--- src/rtl/prga_core_if.sv ---
`default_nettype none
// ============================================================================
//  Module      : prga_core_if
//  Description : Controller handshake plus the S / CT / PT memory ports of the
//                ARC4 PRGA stage.
//                master = PRGA core side, slave = controller/memory side.
//  Revision    : 1.0  initial release
// ============================================================================
interface prga_core_if;
    // Controller handshake
    logic        en;
    logic        rdy;
    logic [23:0] key;

    // S memory (read/write)
    logic [7:0]  s_addr;
    logic [7:0]  s_rddata;
    logic [7:0]  s_wrdata;
    logic        s_wren;

    // Ciphertext memory (read only)
    logic [7:0]  ct_addr;
    logic [7:0]  ct_rddata;

    // Plaintext memory (write only from this stage)
    logic [7:0]  pt_addr;
    logic [7:0]  pt_rddata;
    logic [7:0]  pt_wrdata;
    logic        pt_wren;

    modport master (
        input  en,
        input  key,
        input  s_rddata,
        input  ct_rddata,
        input  pt_rddata,
        output rdy,
        output s_addr,
        output s_wrdata,
        output s_wren,
        output ct_addr,
        output pt_addr,
        output pt_wrdata,
        output pt_wren
    );

    modport slave (
        output en,
        output key,
        output s_rddata,
        output ct_rddata,
        output pt_rddata,
        input  rdy,
        input  s_addr,
        input  s_wrdata,
        input  s_wren,
        input  ct_addr,
        input  pt_addr,
        input  pt_wrdata,
        input  pt_wren
    );
endinterface
`default_nettype wire

--- src/rtl/prga_core.sv ---
`default_nettype none
// ============================================================================
//  Module      : prga_core
//  Description : ARC4 pseudo-random generation stage. Reads a length-prefixed
//                ciphertext from CT, runs the ARC4 keystream over the already
//                keyed S memory, and writes length-prefixed plaintext to PT.
//                All three memories are single-port with one-cycle read
//                latency; every memory-side output is registered.
//  Revision    : 1.0  initial release
// ============================================================================
module prga_core (
    input  logic        clk,
    input  logic        rst_n,    // synchronous, active-high despite the name
    prga_core_if.master bus
);

    typedef enum logic [4:0] {
        ST_IDLE   = 5'd0,
        ST_RD_LEN = 5'd1,
        ST_WT_LEN = 5'd2,
        ST_WR_LEN = 5'd3,
        ST_INC_I  = 5'd4,
        ST_RD_SI  = 5'd5,
        ST_WT_SI  = 5'd6,
        ST_CALC_J = 5'd7,
        ST_RD_SJ  = 5'd8,
        ST_WT_SJ  = 5'd9,
        ST_WR_SI  = 5'd10,
        ST_WR_SJ  = 5'd11,
        ST_RD_PAD = 5'd12,
        ST_WT_PAD = 5'd13,
        ST_RD_CT  = 5'd14,
        ST_WT_CT  = 5'd15,
        ST_WR_PT  = 5'd16
    } state_t;

    state_t     state_q;

    // Algorithm registers
    logic [7:0] i_q;
    logic [7:0] j_q;
    logic [7:0] k_q;
    logic [7:0] length_q;
    logic [7:0] si_q;
    logic [7:0] sj_q;
    logic [7:0] pad_q;

    // Registered memory-side outputs
    logic       rdy_q;
    logic [7:0] s_addr_q;
    logic [7:0] s_wrdata_q;
    logic       s_wren_q;
    logic [7:0] ct_addr_q;
    logic [7:0] pt_addr_q;
    logic [7:0] pt_wrdata_q;
    logic       pt_wren_q;

    // Next-value arithmetic; 8-bit width gives the mod-256 wrap for free
    logic [7:0] i_d;
    logic [7:0] j_d;
    logic [7:0] pad_idx_d;
    logic [7:0] k_d;

    assign i_d       = i_q + 8'd1;
    assign j_d       = j_q + si_q;
    assign pad_idx_d = si_q + sj_q;
    assign k_d       = k_q + 8'd1;

    // S is keyed upstream and PT is never read back by this stage
    logic w_unused;
    assign w_unused = ^{bus.key, bus.pt_rddata};

    assign bus.rdy       = rdy_q;
    assign bus.s_addr    = s_addr_q;
    assign bus.s_wrdata  = s_wrdata_q;
    assign bus.s_wren    = s_wren_q;
    assign bus.ct_addr   = ct_addr_q;
    assign bus.pt_addr   = pt_addr_q;
    assign bus.pt_wrdata = pt_wrdata_q;
    assign bus.pt_wren   = pt_wren_q;

    // Sequencer: one memory access per state; outputs for the next state are
    // set up on the edge that enters it, so read data arrives in the WT_* state
    always_ff @(posedge clk) begin
        if (rst_n) begin
            state_q     <= ST_IDLE;
            i_q         <= 8'd0;
            j_q         <= 8'd0;
            k_q         <= 8'd0;
            length_q    <= 8'd0;
            si_q        <= 8'd0;
            sj_q        <= 8'd0;
            pad_q       <= 8'd0;
            rdy_q       <= 1'b1;
            s_addr_q    <= 8'd0;
            s_wrdata_q  <= 8'd0;
            s_wren_q    <= 1'b0;
            ct_addr_q   <= 8'd0;
            pt_addr_q   <= 8'd0;
            pt_wrdata_q <= 8'd0;
            pt_wren_q   <= 1'b0;
        end else begin
            case (state_q)
                ST_IDLE: begin
                    if (bus.en && rdy_q) begin
                        rdy_q     <= 1'b0;
                        i_q       <= 8'd0;
                        j_q       <= 8'd0;
                        k_q       <= 8'd0;
                        ct_addr_q <= 8'd0;
                        state_q   <= ST_RD_LEN;
                    end
                end

                ST_RD_LEN: begin
                    state_q <= ST_WT_LEN;
                end

                // CT[0] is on the read port: latch it and echo it to PT[0]
                ST_WT_LEN: begin
                    length_q    <= bus.ct_rddata;
                    pt_addr_q   <= 8'd0;
                    pt_wrdata_q <= bus.ct_rddata;
                    pt_wren_q   <= 1'b1;
                    state_q     <= ST_WR_LEN;
                end

                ST_WR_LEN: begin
                    pt_wren_q <= 1'b0;
                    if (length_q == 8'd0) begin
                        rdy_q   <= 1'b1;
                        state_q <= ST_IDLE;
                    end else begin
                        k_q     <= 8'd1;
                        state_q <= ST_INC_I;
                    end
                end

                ST_INC_I: begin
                    i_q      <= i_d;
                    s_addr_q <= i_d;
                    state_q  <= ST_RD_SI;
                end

                ST_RD_SI: begin
                    state_q <= ST_WT_SI;
                end

                ST_WT_SI: begin
                    si_q    <= bus.s_rddata;
                    state_q <= ST_CALC_J;
                end

                ST_CALC_J: begin
                    j_q      <= j_d;
                    s_addr_q <= j_d;
                    state_q  <= ST_RD_SJ;
                end

                ST_RD_SJ: begin
                    state_q <= ST_WT_SJ;
                end

                // S[j] arrives: start the swap by writing it into S[i]
                ST_WT_SJ: begin
                    sj_q       <= bus.s_rddata;
                    s_addr_q   <= i_q;
                    s_wrdata_q <= bus.s_rddata;
                    s_wren_q   <= 1'b1;
                    state_q    <= ST_WR_SI;
                end

                // Second half of the swap; when i==j both writes hit one cell
                // with the same value, leaving S unchanged there
                ST_WR_SI: begin
                    s_addr_q   <= j_q;
                    s_wrdata_q <= si_q;
                    state_q    <= ST_WR_SJ;
                end

                ST_WR_SJ: begin
                    s_wren_q <= 1'b0;
                    s_addr_q <= pad_idx_d;
                    state_q  <= ST_RD_PAD;
                end

                ST_RD_PAD: begin
                    state_q <= ST_WT_PAD;
                end

                ST_WT_PAD: begin
                    pad_q     <= bus.s_rddata;
                    ct_addr_q <= k_q;
                    state_q   <= ST_RD_CT;
                end

                ST_RD_CT: begin
                    state_q <= ST_WT_CT;
                end

                ST_WT_CT: begin
                    pt_addr_q   <= k_q;
                    pt_wrdata_q <= pad_q ^ bus.ct_rddata;
                    pt_wren_q   <= 1'b1;
                    state_q     <= ST_WR_PT;
                end

                // Exit test happens before the increment so length=255 never
                // needs k to reach 256
                ST_WR_PT: begin
                    pt_wren_q <= 1'b0;
                    if (k_q == length_q) begin
                        rdy_q   <= 1'b1;
                        state_q <= ST_IDLE;
                    end else begin
                        k_q     <= k_d;
                        state_q <= ST_INC_I;
                    end
                end

                default: begin
                    s_wren_q  <= 1'b0;
                    pt_wren_q <= 1'b0;
                    rdy_q     <= 1'b1;
                    state_q   <= ST_IDLE;
                end
            endcase
        end
    end

endmodule
`default_nettype wire

--- src/flat_wrapper.sv ---
// flat-port wrapper written by rule: the top's interface ports become plain ports
module prga_core_flat 
  (clk, rst_n, bus_en, bus_key, bus_s_rddata, bus_ct_rddata, bus_pt_rddata, bus_rdy, bus_s_addr, bus_s_wrdata, bus_s_wren, bus_ct_addr, bus_pt_addr, bus_pt_wrdata, bus_pt_wren);
  prga_core_if bus_i ();
  input  logic clk;
  input  logic rst_n;
  input wire logic [$bits(bus_i.en)-1:0] bus_en;
  input wire logic [$bits(bus_i.key)-1:0] bus_key;
  input wire logic [$bits(bus_i.s_rddata)-1:0] bus_s_rddata;
  input wire logic [$bits(bus_i.ct_rddata)-1:0] bus_ct_rddata;
  input wire logic [$bits(bus_i.pt_rddata)-1:0] bus_pt_rddata;
  output wire logic [$bits(bus_i.rdy)-1:0] bus_rdy;
  output wire logic [$bits(bus_i.s_addr)-1:0] bus_s_addr;
  output wire logic [$bits(bus_i.s_wrdata)-1:0] bus_s_wrdata;
  output wire logic [$bits(bus_i.s_wren)-1:0] bus_s_wren;
  output wire logic [$bits(bus_i.ct_addr)-1:0] bus_ct_addr;
  output wire logic [$bits(bus_i.pt_addr)-1:0] bus_pt_addr;
  output wire logic [$bits(bus_i.pt_wrdata)-1:0] bus_pt_wrdata;
  output wire logic [$bits(bus_i.pt_wren)-1:0] bus_pt_wren;
  assign bus_i.en = bus_en;
  assign bus_i.key = bus_key;
  assign bus_i.s_rddata = bus_s_rddata;
  assign bus_i.ct_rddata = bus_ct_rddata;
  assign bus_i.pt_rddata = bus_pt_rddata;
  assign bus_rdy = bus_i.rdy;
  assign bus_s_addr = bus_i.s_addr;
  assign bus_s_wrdata = bus_i.s_wrdata;
  assign bus_s_wren = bus_i.s_wren;
  assign bus_ct_addr = bus_i.ct_addr;
  assign bus_pt_addr = bus_i.pt_addr;
  assign bus_pt_wrdata = bus_i.pt_wrdata;
  assign bus_pt_wren = bus_i.pt_wren;
  prga_core u_core (.clk(clk), .rst_n(rst_n), .bus(bus_i));
endmodule
--- config.mk ---
export PLATFORM = sky130hd
export DESIGN_NAME = prga_core_flat
export DESIGN_NICKNAME = d
export VERILOG_FILES = /design/src/rtl/prga_core_if.sv /design/src/rtl/prga_core.sv /design/src/flat_wrapper.sv
export SDC_FILE = /design/constraint.sdc
export NUM_CORES = 1
export LEC_CHECK = 0
export ABC_AREA = 1
export CAP_MARGIN = 30
export CELL_PAD_IN_SITES_DETAIL_PLACEMENT = 0
export CELL_PAD_IN_SITES_GLOBAL_PLACEMENT = 1
export CORE_MARGIN = 2
export CORE_UTILIZATION = 38
export DETAILED_ROUTE_END_ITERATION = 12
export HOLD_SLACK_MARGIN = 0.02
export PLACE_DENSITY = 0.88
export SETUP_SLACK_MARGIN = 0.1
export SLEW_MARGIN = 15
export SYNTH_ARGS = -nofsm -noshare
export SYNTH_HDL_FRONTEND = slang
export SYNTH_SLANG_ARGS = --single-unit
--- constraint.sdc ---
create_clock -name clk -period 2.05 [get_ports clk]
set_input_delay 0.615 -clock clk [delete_from_list [all_inputs] [get_ports clk]]
set_output_delay 0.615 -clock clk [all_outputs]
set_load 0.02 [all_outputs]
==> results.py <==
metrics = {
    "outcome": {
        "status": "finished, final reports clean",
    },
    "cells_and_area": {
        "nFillCells": 1462,
        "syn2layout_area_growth_pct": 21.8,
        "multi_input_area_um2": 2910,
        "finalNetCount": 914,
        "seqCellArea_um2": 2080,
        "antenna_cells": 0,
        "drive_gt1_share_pct": 8.82,
    },
    "floorplanning": {
        "die_area_um2": 15200,
        "rows": 43,
        "die_width_um": 123,
        "core_area_um2": 13900,
        "start_util_pct": 38.9,
        "ios": 94,
        "die_h_um": 123,
    },
    "sta": {
        "worst_pin_slew_ps": 354,
        "finalMaxSlewViolations": 0,
        "rsz0062_at_grt": "no",
        "setup_viol": 0,
        "fin_tns_setup_ps": 0,
        "fin_skew_ps": 12.2,
        "setup_ws_ps": 123,
        "min_period_ps": 1930,
        "finalHoldViolCount": 0,
        "max-slew-margin-rel_pct": 76.4,
        "fin_crit_sh_pct": 94.0,
        "fmax_mhz": 519,
        "fin_hold_ws_ps": 464,
    },
    "global_route": {
        "groute.usage.overall_pct": 20.3,
        "grt_pass1_wl_mm": 23.9,
        "grt_pass1_vias": 4720,
        "antenna_found_initial": 0,
        "overflow": 0,
        "grt_max_degree": 48,
    },
    "drt": {
        "viasPerCell": 4.97,
        "drt-total-wl_mm": 14.6,
        "ant_nets": 0,
        "firstDrtPassIters": 5,
        "num_vias": 5115,
        "drtIter0Drc": 374,
        "post-route-drc-count": 0,
        "wire_per_inst_um": 14.2,
    },
    "synth": {
        "synth.top_cells.by_area": "dfxtp_1 (39%), nand2_1 (13%), nor2_1 (7.2%), a21oi_1 (6.0%), inv_1 (4.9%)",
        "synthFlopType": "dfxtp_1",
        "synthesis.instances": 782,
        "avgSynthCellArea_um2": 6.90,
        "ys_async_sr_fraction_pct": 0,
        "synth-seq-area-share_pct": 38.6,
        "synthTopCellsByCount": "nand2_1 (191), dfxtp_1 (104), nor2_1 (104), inv_1 (71), a21oi_1 (65)",
        "syn-cell-area_um2": 5400,
        "synth_area_leader_cell": "dfxtp_1",
        "yosysTopAreaCellShare_pct": 38.6,
        "ys_ff_latch": 104,
        "synth-edff-count": 0,
        "yosys_warnings": 0,
        "synth.most_common_cell": "nand2_1",
        "syn-num-nets": 851,
        "synth_cell_types": 36,
    },
    "power": {
        "p_leak_nw": 2.90,
        "power.density_nw_per_um2": 862,
        "power_w": 0.00567,
        "ir_drop_mv": 0.543,
    },
    "cts": {
        "path_clk_slew_ps": 70,
        "cts_tree": "done",
        "clk_latency_ps": 360,
        "clock-root-buffer": "clkbuf_16",
        "htreeDepth": 3,
        "cts_buffer_depth": 2,
        "clkSinkCount": 104,
        "cts_buffers": 9,
        "ctsHoldBuffers": 0,
    },
    "place": {
        "gp_congestion": 0.916,
        "portBuffers": 61,
        "pre_cts_ws_ps": 85.2,
        "hpwlAfterDp_mm": 10.9,
    },
    "critical_path": {
        "crit_fanout": 2,
        "startpoint_type": "flop",
        "r2r_slack_ps": 230,
        "path_class": "flop to output pin",
        "crit_slowest_cell": "clkdlybuf4s50_1",
        "critPathTopFamily": "buffers and inverters",
        "slowest_delay_ps": 610,
        "cp.arrival_ps": 1310,
        "critical_path_buf_inv_count": 1,
        "end_kind": "output pin",
        "required_ps": 1430,
        "path_cells": "clkdlybuf4s50_1",
    },
    "hold_path": {
        "min_path_type": "flop to flop",
    },
    "flow_run": {
        "drv_cap": 0,
    },
}
cell usage in the layout (no fill, tap or decap), types with 12 or more instances in the layout:
master,instances
dfxtp_1,102
xnor2_1,14
a21oi_1,64
nor2_1,104
ha_1,15
clkdlybuf4s50_1,39
o21ai_0,52
inv_1,71
dlymetal6s2s_1,12
nand2_1,190
nand3_1,51
area by class of cell:
class | count | area share (%)
inverter | 83 | 4.80
tap | 180 | 3.43
clock inverter | 6 | 0.799
timing repair buffer | 74 | 11.4
sequential | 104 | 31.7
clock buffer | 10 | 3.64
multi-input combinational | 573 | 44.3
through the flow:
stage               utilization, %  std cells  area (um2)
CTS                           46.9       1030        6520
floorplan                        -        782        5400
detailed placement            44.9       1014        6240
finish                        47.4       1030        6570
global placement              44.9       1014        6240
global route                  47.4       1030        6570
repair_timing:
item | 4_1_cts | 5_1_grt
endpoints found under the setup margin | 9 | 17
buffers inserted | 0 | 0
gates resized for setup | 9 | 22
cloned | 0 | 0
pin swaps | 0 | 2
layer usage:
metal | up-vias | track usage [%] | wire, um
met2 | 139 | 29.5 | 5980
met5 | - | 0 | 0
met1 | 2299 | 30.4 | 7440
met4 | 0 | 7.32 | 270
li1 | 2660 | - | -
met3 | 17 | 2.91 | 917
power by group:
part / internal [W] / switching [W]
clock: 0.000872 / 0.000814
combinational: 0.000592 / 0.00104
sequential: 0.00219 / 0.000153
cell families after synthesis:
group | share of synthesized area (%)
compound gates | 13.8
xor+xnor | 3.57
fa+ha+maj | 4.45
buf+inv | 7.88
flops | 38.6
simple gates | 31.7
final timing paths:
kind / start / to / depth (start not counted)
worst max-delay path: u_core.bus.s_addr[4] / bus_s_addr[4] / 1
worst min-delay path: u_core.bus.s_addr[5] / u_core.bus.s_addr[5] / 2
worst max register to register: u_core.sj_q[0] / u_core.bus.s_addr[2] / 7
worst min register to register: u_core.bus.s_addr[5] / u_core.bus.s_addr[5] / 2
state kept, by name (all words and copies together), names as in the netlist:
signal / count
u_core.state_q: 5
u_core.bus.ct_addr: 8
u_core.bus.pt_wren: 1
u_core.pad_q: 8
u_core.bus.rdy: 1
u_core.j_q: 8
u_core.bus.pt_wrdata: 8
u_core.i_q: 8
u_core.si_q: 8
u_core.sj_q: 8
u_core.bus.s_wren: 1
u_core.bus.s_addr: 8
u_core.bus.pt_addr: 8
u_core.bus.s_wrdata: 8
u_core.k_q: 8
u_core.length_q: 8
No activity file was read; power rests on OpenSTA's default activity.
